<file path="src/rtl/ad9866_spi_responder.sv">
// ---------------------------------------------------------------------------
// ad9866_spi_responder
//
// SPI target modelled on the AD9866 control port. All logic runs on clk;
// the SPI pins are asynchronous and are brought into the clk domain through
// SYNC_STAGES-deep synchronizers before any edge detection.
//
// Frame: 16 bits, MSB first, sampled on sclk rising edges.
//   bit15 = R/W (1 = read), bits14:8 = address, bits7:0 = write data.
// Writes commit on the sen_n rising edge that closes a well-formed frame.
// A read shifts the addressed register out on sdo, changing on sclk falling
// edges; unimplemented addresses read as zero.
//
// Ports
//   clk, rst       system clock, synchronous active-high reset
//   sclk, sen_n    SPI clock and active-low enable (asynchronous)
//   sdio           SPI serial data in (asynchronous)
//   sdo, sdo_oe    serial read data and its drive enable
//   wr_stb         one-clk pulse on a committed write
//   wr_addr/_data  address/data of the last committed write
//   frame_err      one-clk pulse on an aborted or overlong frame
//   lcl_addr       local read-back address
//   lcl_data       register contents at lcl_addr (0 when out of range)
// ---------------------------------------------------------------------------
module ad9866_spi_responder #(
    parameter int SYNC_STAGES = 2,
    parameter int NREG        = 32
) (
    input  logic       clk,
    input  logic       rst,
    input  logic       sclk,
    input  logic       sen_n,
    input  logic       sdio,
    output logic       sdo,
    output logic       sdo_oe,
    output logic       wr_stb,
    output logic [6:0] wr_addr,
    output logic [7:0] wr_data,
    output logic       frame_err,
    input  logic [6:0] lcl_addr,
    output logic [7:0] lcl_data
);

    localparam int         IDX_W  = (NREG > 1) ? $clog2(NREG) : 1;
    localparam logic [7:0] NREG_W = 8'(NREG);

    typedef enum logic [1:0] {ST_IDLE, ST_INSTR, ST_DATA, ST_TAIL} state_e;

    // ---------------- synchronizers and edge detection ----------------
    logic [SYNC_STAGES-1:0] sclk_sync_q, sen_sync_q, sdio_sync_q;
    logic                   sclk_prev_q, sen_prev_q;
    logic                   sclk_s, sen_s, sdio_s;
    logic                   sclk_rise, sclk_fall, sen_fall, sen_rise;

    assign sclk_s = sclk_sync_q[SYNC_STAGES-1];
    assign sen_s  = sen_sync_q[SYNC_STAGES-1];
    assign sdio_s = sdio_sync_q[SYNC_STAGES-1];

    assign sclk_rise =  sclk_s & ~sclk_prev_q;
    assign sclk_fall = ~sclk_s &  sclk_prev_q;
    assign sen_fall  = ~sen_s  &  sen_prev_q;
    assign sen_rise  =  sen_s  & ~sen_prev_q;

    // Reset values match the idle bus levels so releasing rst never
    // manufactures an edge.
    // NOTE: sequential state uses non-blocking (<=) so every flop samples
    // the pre-edge value of its inputs regardless of statement order.
    always_ff @(posedge clk) begin
        if (rst) begin
            sclk_sync_q <= '0;
            sen_sync_q  <= '1;
            sdio_sync_q <= '0;
            sclk_prev_q <= 1'b0;
            sen_prev_q  <= 1'b1;
        end else begin
            sclk_sync_q <= {sclk_sync_q[SYNC_STAGES-2:0], sclk};
            sen_sync_q  <= {sen_sync_q[SYNC_STAGES-2:0], sen_n};
            sdio_sync_q <= {sdio_sync_q[SYNC_STAGES-2:0], sdio};
            sclk_prev_q <= sclk_s;
            sen_prev_q  <= sen_s;
        end
    end

    // ---------------- frame state ----------------
    state_e     state_q, state_d;
    logic [4:0] bit_cnt_q, bit_cnt_d;
    logic [7:0] shift_q, shift_d;
    logic       rw_q, rw_d;
    logic [6:0] addr_q, addr_d;
    logic       ovf_q, ovf_d;
    logic [7:0] rd_shift_q, rd_shift_d;
    logic       sdo_q, sdo_d;
    logic       sdo_oe_q, sdo_oe_d;
    logic       wr_stb_q, wr_stb_d;
    logic [6:0] wr_addr_q, wr_addr_d;
    logic [7:0] wr_data_q, wr_data_d;
    logic       frame_err_q, frame_err_d;
    logic       reg_we;

    logic [7:0] regs_q [NREG];

    // Address as it will stand once the 8th instruction bit is shifted in;
    // lets the read value be fetched in the same clk that enters DATA.
    logic [6:0] addr_in;
    logic [7:0] rd_val;

    assign addr_in  = {shift_q[5:0], sdio_s};
    assign rd_val   = ({1'b0, addr_in} < NREG_W) ? regs_q[addr_in[IDX_W-1:0]] : 8'h00;
    assign lcl_data = ({1'b0, lcl_addr} < NREG_W) ? regs_q[lcl_addr[IDX_W-1:0]] : 8'h00;

    // NOTE: every signal driven here gets a default first, so no path can
    // leave one unassigned and infer a latch.
    always_comb begin
        state_d     = state_q;
        bit_cnt_d   = bit_cnt_q;
        shift_d     = shift_q;
        rw_d        = rw_q;
        addr_d      = addr_q;
        ovf_d       = ovf_q;
        rd_shift_d  = rd_shift_q;
        sdo_d       = sdo_q;
        sdo_oe_d    = sdo_oe_q;
        wr_stb_d    = 1'b0;
        wr_addr_d   = wr_addr_q;
        wr_data_d   = wr_data_q;
        frame_err_d = 1'b0;
        reg_we      = 1'b0;

        case (state_q)
            ST_IDLE: begin
                if (sen_fall) begin
                    state_d   = ST_INSTR;
                    bit_cnt_d = 5'd0;
                    shift_d   = 8'h00;
                    ovf_d     = 1'b0;
                    // An sclk edge coincident with the enable is bit 15.
                    if (sclk_rise) begin
                        shift_d   = {7'd0, sdio_s};
                        bit_cnt_d = 5'd1;
                    end
                end
            end

            ST_INSTR: begin
                if (sen_rise) begin
                    state_d     = ST_IDLE;
                    frame_err_d = 1'b1;
                end else if (sclk_rise) begin
                    shift_d   = {shift_q[6:0], sdio_s};
                    bit_cnt_d = bit_cnt_q + 5'd1;
                    if (bit_cnt_q == 5'd7) begin
                        state_d = ST_DATA;
                        rw_d    = shift_q[6];
                        addr_d  = addr_in;
                        if (shift_q[6]) begin
                            rd_shift_d = rd_val;
                            sdo_d      = rd_val[7];
                            sdo_oe_d   = 1'b1;
                        end
                    end
                end
            end

            ST_DATA: begin
                if (sen_rise) begin
                    state_d     = ST_IDLE;
                    frame_err_d = 1'b1;
                    sdo_d       = 1'b0;
                    sdo_oe_d    = 1'b0;
                end else if (sclk_rise) begin
                    shift_d   = {shift_q[6:0], sdio_s};
                    bit_cnt_d = bit_cnt_q + 5'd1;
                    if (bit_cnt_q == 5'd15) begin
                        state_d  = ST_TAIL;
                        sdo_d    = 1'b0;
                        sdo_oe_d = 1'b0;
                    end
                end else if (sclk_fall && rw_q && bit_cnt_q >= 5'd9) begin
                    // The fall right after bit 8 is skipped: the MSB was
                    // loaded on entry and must survive until the 9th rise.
                    rd_shift_d = {rd_shift_q[6:0], 1'b0};
                    sdo_d      = rd_shift_q[6];
                end
            end

            ST_TAIL: begin
                if (sclk_rise) begin
                    ovf_d = 1'b1;
                end
                if (sen_rise) begin
                    state_d = ST_IDLE;
                    if (ovf_q || sclk_rise) begin
                        frame_err_d = 1'b1;
                    end else if (!rw_q) begin
                        wr_stb_d  = 1'b1;
                        wr_addr_d = addr_q;
                        wr_data_d = shift_q;
                        reg_we    = ({1'b0, addr_q} < NREG_W);
                    end
                end
            end

            default: state_d = ST_IDLE;
        endcase
    end

    always_ff @(posedge clk) begin
        if (rst) begin
            state_q     <= ST_IDLE;
            bit_cnt_q   <= '0;
            shift_q     <= '0;
            rw_q        <= 1'b0;
            addr_q      <= '0;
            ovf_q       <= 1'b0;
            rd_shift_q  <= '0;
            sdo_q       <= 1'b0;
            sdo_oe_q    <= 1'b0;
            wr_stb_q    <= 1'b0;
            wr_addr_q   <= '0;
            wr_data_q   <= '0;
            frame_err_q <= 1'b0;
        end else begin
            state_q     <= state_d;
            bit_cnt_q   <= bit_cnt_d;
            shift_q     <= shift_d;
            rw_q        <= rw_d;
            addr_q      <= addr_d;
            ovf_q       <= ovf_d;
            rd_shift_q  <= rd_shift_d;
            sdo_q       <= sdo_d;
            sdo_oe_q    <= sdo_oe_d;
            wr_stb_q    <= wr_stb_d;
            wr_addr_q   <= wr_addr_d;
            wr_data_q   <= wr_data_d;
            frame_err_q <= frame_err_d;
        end
    end

    // NOTE: the register file is reset because software expects every
    // register to read 0 after rst; this keeps it out of RAM macros.
    always_ff @(posedge clk) begin
        if (rst) begin
            for (int i = 0; i < NREG; i++) begin
                regs_q[i] <= 8'h00;
            end
        end else if (reg_we) begin
            regs_q[addr_q[IDX_W-1:0]] <= shift_q;
        end
    end

    assign sdo       = sdo_q;
    assign sdo_oe    = sdo_oe_q;
    assign wr_stb    = wr_stb_q;
    assign wr_addr   = wr_addr_q;
    assign wr_data   = wr_data_q;
    assign frame_err = frame_err_q;

endmodule
</file>
<file path="config.mk">
export PLATFORM = sky130hd
export DESIGN_NAME = ad9866_spi_responder
export DESIGN_NICKNAME = d
export VERILOG_FILES = /design/src/rtl/ad9866_spi_responder.sv
export SDC_FILE = /design/constraint.sdc
export NUM_CORES = 1
export LEC_CHECK = 0
export ABC_AREA = 1
export CAP_MARGIN = 25
export CELL_PAD_IN_SITES_DETAIL_PLACEMENT = 2
export CELL_PAD_IN_SITES_GLOBAL_PLACEMENT = 2
export CORE_ASPECT_RATIO = 0.75
export CORE_MARGIN = 2
export CORE_UTILIZATION = 35
export DETAILED_ROUTE_END_ITERATION = 10
export DONT_BUFFER_PORTS = 1
export GPL_TIMING_DRIVEN = 0
export PLACE_DENSITY = 0.79
export SKIP_LAST_GASP = 1
export SLEW_MARGIN = 40
export SYNTH_ARGS = -nofsm -noshare
export SYNTH_HDL_FRONTEND = slang
export SYNTH_SLANG_ARGS = --single-unit
</file>
<file path="constraint.sdc">
create_clock -name clk -period 6.7 [get_ports clk]
set_input_delay 0.335 -clock clk [delete_from_list [all_inputs] [get_ports clk]]
set_output_delay 0.335 -clock clk [all_outputs]
set_load 0.02 [all_outputs]
</file>
Word-level counts from Yosys, hierarchy flattened

Memories as Yosys holds them, arrays and structs flattened.
Cells that the tools add are included.

Add/sub/neg operators: 1
$lt $le $gt $ge: 4
Equality and inequality tests: 23
Muxes and demuxes: 65
Bitwise logic cells: 12
Reduce and logical (&&, ||, !) cells: 18

Operators with widths:

| cell                                                                          | number |
|---|---|
| 7-bit 2-to-1 mux                                                              | 7 |
| 8-bit 2-to-1 mux                                                              | 6 |
| 1-bit 2-to-1 mux                                                              | 32 |
| 2-bit inequality test (second input constant)                                 | 11 |
| 7-bit by 6-bit less-than comparator with 1-bit output (second input constant) | 3 |
| 5-bit 2-to-1 mux                                                              | 4 |
| 2-bit 2-to-1 mux                                                              | 8 |
| 8-bit case mux with 2 select lines                                            | 1 |
| 7-bit case mux with 2 select lines                                            | 1 |
| 7-bit AND reduction                                                           | 2 |
| 3-bit inequality test (second input constant)                                 | 4 |
| 4-bit AND reduction                                                           | 3 |
| 5-bit case mux with 2 select lines                                            | 1 |
| 4-bit inequality test (second input constant)                                 | 2 |
| 1-bit NOT                                                                     | 8 |
| 1-bit case mux with 2 select lines                                            | 4 |
| 2-bit case mux with 4 select lines                                            | 1 |
| 8-bit AND reduction                                                           | 1 |
| 8-bit OR reduction                                                            | 1 |
| 6-bit AND reduction                                                           | 1 |
| 2-bit nonzero test                                                            | 3 |
| 5-bit by 1-bit adder with 5-bit output (second input constant)                | 1 |
| 5-bit by 3-bit equality test with 1-bit output (second input constant)        | 1 |
| 5-bit by 4-bit equality test with 1-bit output (second input constant)        | 1 |
| 11 further kinds                                                              | 16 |

Flip-flop bits (word level): 58
Bits in writable memories: 256
Bits of input ports: 12
Memories kept: 1

Memory list:

| name   | depth | bits a word | read ports | clocked after memory_dff | write ports | line | text |
|---|---|---|---|---|---|---|---|
| regs_q | 32    | 8           | 2          | 0                        | 32          | 100  | `logic [7:0] regs_q [NREG];` |

Logic depth before layout (Yosys ltp)

Gate-level depths: netlist of the first run.

Depth after elaboration: 11
Mapped depth: 12

Least setup slack after synthesis of the first run

OpenSTA, ideal clock, no wires.

Path type: register -> register
Start point: reg state_q[0]
End point: mem regs_q[16][0], enable pin
Arrival time: 1.762 ns
Required time: 6.371 ns
Path slack: 4.610 ns
Stages on the path, launching flop included: 11
Buffers on the path: 1
Period minus slack after synthesis: 2.090 ns
Cell sequence: dfxtp_1 ha_1 inv_1 nor2_1 nand3_2 nor2_2 nand2_4 inv_2 buf_6 nand3_2 nand2_1

RTL lines:

| what                   | line | text |
|---|---|---|
| from (decl)            | 85   | `state_e state_q, state_d;` |
| from (signal assigned) | 223  | `state_q <= state_d;` |
| to (decl)              | 100  |  |

Worst setup path after layout of the first run

Start point: in lcl_addr[0]
End point: out lcl_data[6]

Longest elaborated chain between the ends: 2
Elaborated cells between the ends (all ways): 3
Those cells by class: order compare (1); mux (1); memory (1)

Ends and longest elaborated chain:

| what                                                                                              | line | text |
|---|---|---|
| from (decl)                                                                                       | 40   | `input logic [6:0] lcl_addr,` |
| memory 32 x 8 bit / 7-bit by 6-bit less-than comparator with 1-bit output (equally long branches) | --   |  |
| 8-bit 2-to-1 mux (*)                                                                              | 109  | `assign lcl_data = ({1'b0, lcl_addr} < NREG_W) ? regs_q[lcl_addr[IDX_W-1:0]] : 8'h00;` |
| to (decl)                                                                                         | 41   | `output logic [7:0] lcl_data` |

Mark *: on every way between the ends. The rest lies on a longest branch, timed or not.

==> run_results.csv, run 1 <==
group,metric,value,unit
run_status,outcome,"finished clean",
synthesis,synth_top_cell_area_share,46.1,%
synthesis,avgSynthCellArea,8.01,um2
clock_network,cts_inserted_buffers,37,
clock_network,cts-root-buf,"clkbuf_16",
clock_network,post_cts_buffers,0,
route,wl_met3,8450,um
finish,multiInputGateArea,7010,um2
worst_setup_path,rrSetupSlack,3640,ps
floorplan,start_util,35.3,%
finish,num-nets-final,2147,
floorplan,die_w,256,um
route,first_pass_iters,6,
finish,fin_util,39.6,%
floorplan,die_h,193,um
grt,grt_pass1_wl,121000,um
route,ant_nets,0,
route,wl,84800,um
grt,antenna_found_initial,4,
synthesis,synthCells,2083,
worst_setup_path,r2r-start,"state_q[0]",
floorplan,pin_count,39,
synthesis,syn-cell-area,16700,um2
worst_setup_path,r2r_cells,9,
route,drc_errors,0,
synthesis,synth_top_area_cell,"edfxtp_1",
worst_setup_path,critPathMaxFanout,10,
grt,grt_usage,34.1,%
worst_setup_path,crit_end,"lcl_data[6]",
sta,hold_viol_final,0,
sta,worst_slew_margin_rel,36.9,%
clock_network,clock_sinks,314,
worst_setup_path,cp-end-kind,"primary output",
sta,period_minus_slack,3260,ps
synthesis,synth_fp_nets,2103,
sta,worst_pin_slew,947,ps
synthesis,synth_flop_cell,"edfxtp_1",
route,drtIter0Drc,1941,
clock_network,clk_path_buf_depth,3,
placement,gp_congestion,0.993,
sta,rsz0062_at_grt,"false",
finish,seqCellArea,8850,um2
route,wl_met2,35700,um
route,routed-via-count,16800,
sta,fmax,307,MHz
finish,final_common_cell,"nand2_1",
clock_network,tritoncts,"done",
grt,grt_overflow_total,0,
synthesis,synth_seq_cells,314,
power_and_ir_drop,power_density,333,nW/um2
sta,finalSetupViolCount,0,
worst_setup_path,startpoint,"lcl_addr[0]",
grt,grt_max_degree,14,
worst_setup_path,path_class,"in2out",
worst_setup_path,cp-start-kind,"primary input",
route,routedWlPerCell,30.4,um
clock_network,htreeDepth,2,
grt,grt_pass1_vias,17300,
clock_network,clk_pin_slew,70,ps
synthesis,synth_area_leaders,"edfxtp_1 (46%), nand2_1 (12%), nor2_1 (9.8%), nand3_1 (8.3%), dfxtp_1 (7.0%)",
finish,drive_above_1_share,6.64,%
run,drv_cap,0,
route,via_per_inst,6.00,
worst_setup_path,arrival,2930,ps
worst_setup_path,timing.rr.end,"regs_q[19][1]",
synthesis,yosysSeqAreaShare,53.0,%
floorplan,coreArea,47200,um2
clock_network,clock_latency,540,ps
route,wl_met1,36700,um
worst_setup_path,required,6360,ps
sta,finalCritPeriodShare,48.7,%
placement,pre_cts_ws,3520,ps
synthesis,ys_types,36,
worst_hold_path,holdCritPathClass,"in2reg",
finish,n_fill_cell,5367,
power_and_ir_drop,ir_worst_vdd,0.000181,V
sta,fin_tns_setup,0,ps
power_and_ir_drop,power_leakage,6.91,nW
finish,layout_common_cells,"nand2_1 (540), nor2_1 (434), nand3_1 (276)",
floorplan,die_area,49500,um2
route,top_layer,"met5",
sta,slew_viol_final,0,
floorplan,rows,69,
finish,antenna_cells,0,
placement,numPortBuffers,0,
synthesis,synth-edff-count,256,
finish,syn2layout_area_growth,11.9,%
sta,skew,11.2,ps
synthesis,ys_warn_count,0,
synthesis,async_reset_ff_share,0,%
sta,layout_setup_ws,3440,ps
placement,dp_hpwl,62400,um
[cell usage after synthesis, types with 2 or more instances]
| cell type | number |
|---|---|
| clkbuf_1 | 109 |
| or2_2 | 3 |
| inv_2 | 5 |
| clkinv_1 | 8 |
| a211oi_1 | 7 |
| nor3_2 | 2 |
| nand3_2 | 6 |
| inv_1 | 51 |
| nor3_1 | 6 |
| nand4_4 | 5 |
| edfxtp_1 | 256 |
| o221ai_1 | 16 |
| nor4_4 | 2 |
| buf_4 | 2 |
| o21ai_0 | 112 |
| buf_2 | 22 |
| buf_1 | 18 |
| ha_1 | 8 |
| nand4_1 | 2 |
| dfxtp_1 | 58 |
| o31ai_1 | 16 |
| nor2_2 | 2 |
| nand3_1 | 276 |
| nand4_2 | 3 |
| nand2_2 | 9 |
| nand2_1 | 540 |
| nor2_1 | 436 |
| o211ai_1 | 16 |
| a21oi_1 | 80 |
[area by class of cell]
cell class,count,share of cell area [%]
clock inverter,15,0.415
timing repair buffer,5,0.281
clock buffer,50,5.38
tap,639,4.28
multi-input combinational,1553,37.6
inverter,64,1.29
buffer,152,3.44
sequential,314,47.4
[power breakdown]
part,internal (mW),switching [mW],total [mW]
Clock,1.05,0.875,1.93
Sequential,2.23,0.0934,2.32
Combinational,0.403,1.56,1.96
[per-stage QoR]
| step | total power, mW | area, um2 | hold WS [ps] | instances |
|---|---|---|---|---|
| floorplan | 3.32 | 16700 | 388 | 2083 |
| CTS | 6.14 | 18600 | 284 | 2790 |
| finish | 6.21 | 18700 | 292 | 2792 |
| global placement | 4.14 | 17500 | 400 | 2722 |
| global route | 6.41 | 18700 | 326 | 2792 |
| detailed placement | 4.22 | 17500 | 403 | 2722 |
[metal layers]
layer / vias up / GRT usage, %
li1: 7091 / -
met1: 8529 / 47.6
met2: 920 / 50.9
met3: 204 / 7.46
met4: 6 / 14.9
met5: - / 0
[sequential cells by signal (all words and copies together) (netlist names)]
name         flops
addr_q           7
bit_cnt_q        5
frame_err        1
ovf_q            1
rd_shift_q       7
regs_q         256
rw_q             1
sclk_prev_q      1
sclk_sync_q      2
sdio_sync_q      2
sdo              1
sdo_oe           1
sen_prev_q       1
sen_sync_q       2
shift_q          8
state_q          2
wr_addr          7
wr_data          8
wr_stb           1
[critical path: stages]
cell and delay (ps):
buf_2 160, inv_1 80, buf_2 270, buf_2 440
nand2_1 90, a21oi_1 580, o31ai_1 190, nand3_1 110
nand2_1 120, nor2_1 530
[what timing repair did]
| item | 4_1_cts | 5_1_grt |
|---|---|---|
| endpoints found under the hold margin | 3 | 0 |
| gates resized for setup | 0 | 0 |
| hold buffers | 3 | 0 |
[cells by family after synthesis]
kind of cell,count (synthesis),synth area share [%]
and+or+nand+nor,1296,32.8
DFF,314,53.0
AOI/OAI and AO/OA,248,8.40
buffers and inverters,216,5.11
adders and majority gates,8,0.600
xor gates and xnor gates,1,0.0525
[worst min path at each step]
stage,slack [ps],from,end,depth (start not counted)
after floorplan,390,sclk_sync_q[0],sclk_sync_q[1],2
after global placement,400,sclk_sync_q[0],sclk_sync_q[1],2
after detailed placement,400,sclk_sync_q[0],sclk_sync_q[1],2
after CTS,280,rst,sdio_sync_q[1],2
after global routing,330,rst,wr_stb,2
final,290,rst,wr_stb,2
Power figures use the tool's default switching activity.
==> run 2, diff against run 1 <==
PLACE_DENSITY = 0.82   (was 0.79)
clock period = 2.7 ns   (was 6.7 ns; I/O delays follow)
==> run 2 against run 1 <==
Highest routed layer unchanged. Die area unchanged. Critical path depth decreased by 2. Non-clock buffer count increased by 1. The flow now finishes with violations (setup timing). Cell count decreased by 0.14%. Critical path type unchanged. Largest power group unchanged. Critical endpoint is now lcl_data[7]. Design area increased by 2.3%. Sequential power increased by 150%. Power increased to 2.6 times the previous value. Sequential cell count unchanged. Clock power increased to 2.7 times the previous value. Register-to-register slack got worse by 3700 ps. Count of clock-buffer cells in the layout decreased by 6.
==> run_results.csv, run 2 (same netlist as run 1, synthesis figures left out) <==
group,metric,value,unit
sta,fin_tns_setup,-42.1,ps
floorplan,die_w,256,um
worst_setup_path,r2r-start,"sdio_sync_q[1]",
clock_network,cts_inserted_buffers,36,
placement,gp_congestion,1.00,
grt,grt_overflow_total,0,
run_status,outcome,"finished, violations left",
power_and_ir_drop,ir_worst_vdd,0.000566,V
sta,layout_setup_ws,-29.8,ps
floorplan,die_h,193,um
sta,whs,55.4,ps
worst_setup_path,rrSetupSlack,-10,ps
worst_setup_path,timing.rr.end,"rd_shift_q[5]",
finish,antenna_cells,0,
sta,fmax,366,MHz
finish,finalNonFillerCells,2788,
worst_setup_path,cp-end-kind,"primary output",
run,drv_cap,0,
finish,regMostFlops,"regs_q",
grt,grt_usage,34.2,%
clock_network,htreeDepth,2,
clock_network,tritoncts,"done",
route,routed-via-count,16700,
finish,num-nets-final,2147,
floorplan,start_util,35.3,%
route,wl,85700,um
clock_network,clock_sinks,314,
finish,final_common_cell,"nand2_1",
finish,drive_above_1_share,9.82,%
placement,pre_cts_ws,-291,ps
run_status,violations,"setup timing",
route,drtIter0Drc,2050,
clock_network,clk_pin_slew,60,ps
route,routedWlPerCell,30.7,um
route,ant_nets,0,
worst_setup_path,startpoint,"lcl_addr[1]",
finish,largest_reg_flops,256,
floorplan,coreArea,47200,um2
worst_setup_path,r2r_cells,11,
grt,grt_max_degree,14,
floorplan,pin_count,39,
sta,slew_viol_final,0,
grt,antenna_found_initial,1,
sta,finalCritPeriodShare,101,%
worst_hold_path,hp-start,"rst",
sta,worst_pin_slew,1090,ps
clock_network,cts-root-buf,"clkbuf_16",
clock_network,clock_latency,570,ps
placement,dp_hpwl,62300,um
grt,grt_pass1_wl,122000,um
finish,n_fill_cell,5362,
route,via_per_inst,6.00,
worst_hold_path,holdCritPathClass,"in2reg",
power_and_ir_drop,power_leakage,7.04,nW
worst_setup_path,cp-start-kind,"primary input",
floorplan,rows,69,
worst_setup_path,critPathMaxFanout,10,
sta,rsz0062_at_grt,"true",
placement,numPortBuffers,0,
route,drc_errors,0,
worst_hold_path,hold_end,"sdio_sync_q[0]",
finish,layout_common_cells,"nand2_1 (500), nor2_1 (426), nand3_1 (276)",
route,first_pass_iters,5,
sta,skew,30.6,ps
worst_setup_path,arrival,2590,ps
power_and_ir_drop,design_power_total,15.8,mW
sta,worst_slew_margin_rel,27.0,%
worst_hold_path,worstHoldPathCells,2,
placement,place_inst,2722,
grt,grt_pass1_vias,17200,
sta,period_minus_slack,2730,ps
floorplan,die_area,49500,um2
finish,syn2layout_area_growth,14.5,%
worst_setup_path,path_class,"in2out",
sta,finalSetupViolCount,2,
sta,hold_viol_final,0,
worst_setup_path,required,2570,ps
power_and_ir_drop,power_density,829,nW/um2
clock_network,clk_path_buf_depth,3,
run 2: how the worst max path moves through the flow:
| stage | endpoint | slack (ps) |
|---|---|---|
| after detailed placement | regs_q[19][3] | -290 |
| after CTS | regs_q[18][3] | -130 |
| after global routing | regs_q[0][5] | -6 |
| after floorplan | regs_q[16][0] | 610 |
| after global placement | regs_q[25][3] | -490 |
| final | lcl_data[7] | -30 |
run 2: power by group:
part | switching [mW] | internal, mW
combinational | 3.89 | 1.01
sequential | 0.239 | 5.53
clock | 2.20 | 2.99
total | 6.32 | 9.52
run 2: layout make-up:
class / count / area (um2) / share of cell area [%]
Sequential cell: 314 / 8850 / 46.3
Tap cell: 639 / 800 / 4.18
Clock inverter: 16 / 190 / 0.995
Buffer: 152 / 666 / 3.48
Timing Repair Buffer: 6 / 65.1 / 0.340
Clock buffer: 44 / 993 / 5.20
Multi-Input combinational cell: 1553 / 7310 / 38.2
Inverter: 64 / 240 / 1.26
run 2: repair_timing:
action / in CTS / in global routing
hold endpoints to repair: 3 / 0
setup endpoints to repair: 228 / 302
hold buffers: 3 / 0
pin swaps: 1 / 4
resized for setup: 32 / 84
buffers inserted: 1 / 2
run 2: worst max-delay path, cell delays in order:
cell      delay (ps)
buf_2            310
clkbuf_1         740
o21ai_0          260
nor2_1           180
o31ai_1          140
nand3_1          190
nand2_1           70
nor2_1           560
run 2: metal layers:
metal | up-vias | track usage (%) | part of all wire (%)
met2 | 870 | 51.6 | 43
met5 | - | 0 | 0.015
met1 | 8553 | 47.2 | 43
met3 | 217 | 7.80 | 9.9
met4 | 2 | 15.2 | 4.4
li1 | 7092 | - | -
run 2: per-stage QoR:
stage               instance area [um2]  util (%)
CTS                               18800      39.9
global placement                  17500      37.0
global route                      19100      40.5
floorplan                         16700         -
finish                            19100      40.5
detailed placement                17500      37.1
==> run 3, diff against run 2 <==
CAP_MARGIN = 5   (was 25)
PLACE_DENSITY = default   (was 0.82)
PLACE_DENSITY_LB_ADDON = 0.3   (was default)
==> run 3 against run 2 <==
The flow still finishes with violations (setup timing). Sequential share of layout area rose by 0.27 points. Critical path type unchanged. Power fell by 2.2%. Highest routed layer unchanged. Wire length fell by 0.25%. Fmax rose by 0.47%. Critical endpoint is now lcl_data[5].
==> run_results.csv, run 3 (same netlist as run 1, synthesis figures left out) <==
group,metric,value,unit
route,drtIter0Drc,1959,
finish,final_common_cell,"nand2_1",
clock_network,htreeDepth,2,
sta,slew_viol_final,0,
floorplan,coreArea,47200,um2
finish,fin_util,40.2,%
floorplan,rows,69,
worst_hold_path,worstHoldPathCells,2,
floorplan,pin_count,39,
worst_setup_path,arrival,2580,ps
worst_setup_path,cp-end-kind,"primary output",
worst_setup_path,r2r-start,"shift_q[1]",
floorplan,die_w,256,um
sta,fmax,368,MHz
route,via_per_inst,5.97,
sta,hold_viol_final,0,
grt,grt_usage,34.3,%
sta,period_minus_slack,2720,ps
run_status,violations,"setup timing",
worst_setup_path,crit_chain,"buf_2, inv_1, buf_4, clkbuf_2, o21ai_0, o221ai_1, nand3_1, nand2_1, nor2_1, nor2_1",
route,first_pass_iters,5,
worst_setup_path,startpoint,"lcl_addr[1]",
finish,seqCellArea,8850,um2
sta,worst_pin_slew,934,ps
finish,antenna_cells,0,
route,drc_errors,0,
route,routedWlPerCell,30.6,um
run,drv_cap,0,
placement,gp_congestion,0.983,
worst_setup_path,crit_family,"buffers and inverters",
grt,grt_pass1_vias,17000,
finish,num-nets-final,2151,
floorplan,die_h,193,um
sta,worst_slew_margin_rel,37.8,%
worst_setup_path,path_class,"in2out",
clock_network,clock_sinks,314,
worst_setup_path,critPathMaxStageDelay,470,ps
sta,rsz0062_at_grt,"true",
worst_setup_path,required,2570,ps
sta,finalSetupViolCount,1,
placement,place_area,17500,um2
finish,regMostFlops,"regs_q",
sta,layout_setup_ws,-17.1,ps
placement,numPortBuffers,0,
clock_network,cts-root-buf,"clkbuf_16",
grt,antenna_found_initial,3,
run_status,outcome,"finished, violations left",
worst_setup_path,crit_path_frequent_cell,"nor2_1",
worst_setup_path,cp.depth,10,
grt,grt_overflow_total,0,
clock_network,clk_path_buf_depth,3,
clock_network,clock_latency,580,ps
finish,drive_above_1_share,9.87,%
power_and_ir_drop,power_density,816,nW/um2
worst_setup_path,cpMaxStageDelayCell,"nor2_1",
clock_network,cts_inserted_buffers,36,
power_and_ir_drop,power_leakage,7.05,nW
clock_network,tritoncts,"done",
finish,multiInputGateArea,7250,um2
route,ant_nets,0,
grt,grt_max_degree,14,
clock_network,clk_pin_slew,60,ps
route,routed-via-count,16700,
route,wl,85500,um
grt,grt_pass1_wl,121000,um
finish,n_fill_cell,5358,
floorplan,start_util,35.3,%
finish,layout_common_cells,"nand2_1 (498), nor2_1 (431), nand3_1 (276)",
worst_setup_path,critPathMaxFanout,19,
finish,syn2layout_area_growth,13.8,%
sta,fin_tns_setup,-17.1,ps
worst_hold_path,holdCritPathClass,"in2reg",
floorplan,die_area,49500,um2
power_and_ir_drop,ir_worst_vdd,0.000510,V
worst_setup_path,cp-start-kind,"primary input",
sta,finalCritPeriodShare,101,%
worst_setup_path,crit_buf_inv,4,
finish,largest_reg_flops,256,
finish,final_area,19000,um2
sta,skew,16.5,ps
worst_hold_path,hp-start,"rst",
worst_setup_path,r2r_cells,8,
placement,dp_hpwl,62900,um
run 3: cell types whose count changed in the layout (fill, tap and decap cells not counted), moves of 3 or more:
cell       previous run  this run
nand2_4              22        16
nor2_1              426       431
nand3_4               5         2
nand3_2               1         4
nor2_2               10         4
nand2_2              27        35
buf_4                 4         9
bufinv_16             4         1
clkbuf_2             37        40
clkinv_2              3         6
run 3: layout make-up:
type,count,share of cell area (%)
well taps,639,4.21
clock inverters,18,0.606
plain buffers,151,3.48
multi-input cells,1553,38.1
flip-flops and latches,314,46.6
clock buffers,46,5.22
inverters,64,1.26
repair buffers,11,0.494
run 3: final timing paths:
check,end,slack (ps)
worst max register to register,rd_shift_q[5],60
worst min-delay path,sclk_prev_q,70
worst min register to register,sen_sync_q[1],410
worst max-delay path,lcl_data[5],-20
run 3: what timing repair did:
item                                   in CTS  in global routing
setup buffers                               1                  5
resized for setup                          27                 80
hold buffers                                3                  0
pin swaps                                   0                  3
endpoints found under the hold margin       3                  0
setup endpoints to repair                 181                268
run 3: worst register-to-register path, cell delays in order, from the launching register on:
cell,delay [ps]
dfxtp_1,320
clkbuf_1,470
buf_1,710
nand3_1,260
nand2_1,210
nand2_1,80
nand3_1,220
nand3_1,150
a21oi_1,150
run 3: routing by layer:
layer	global-route usage (%)	up-vias	part of all wire, %
met2	51.7	876	43
met5	0	-	0.014
met1	48.6	8534	44
met3	6.00	182	9.5
met4	14.7	2	4.3
li1	-	7101	-
run 3: power by group:
| group | total [mW] | switching, mW | internal (mW) |
|---|---|---|---|
| Combinational | 4.86 | 3.84 | 1.02 |
| Sequential | 5.77 | 0.239 | 5.53 |
| Clock | 4.87 | 2.18 | 2.69 |
run 3: metrics by stage:
step | setup slack [ps] | cells | total power [mW] | hold WS (ps)
after floorplan | 610 | 2083 | 8.23 | 239
after global placement | -652 | 2722 | 10.3 | 242
after detailed placement | -352 | 2723 | 10.5 | 247
after CTS | -168 | 2791 | 15.3 | 59.3
after global routing | -63.1 | 2796 | 16.0 | 91.7
final | -17.1 | 2796 | 15.5 | 73.1
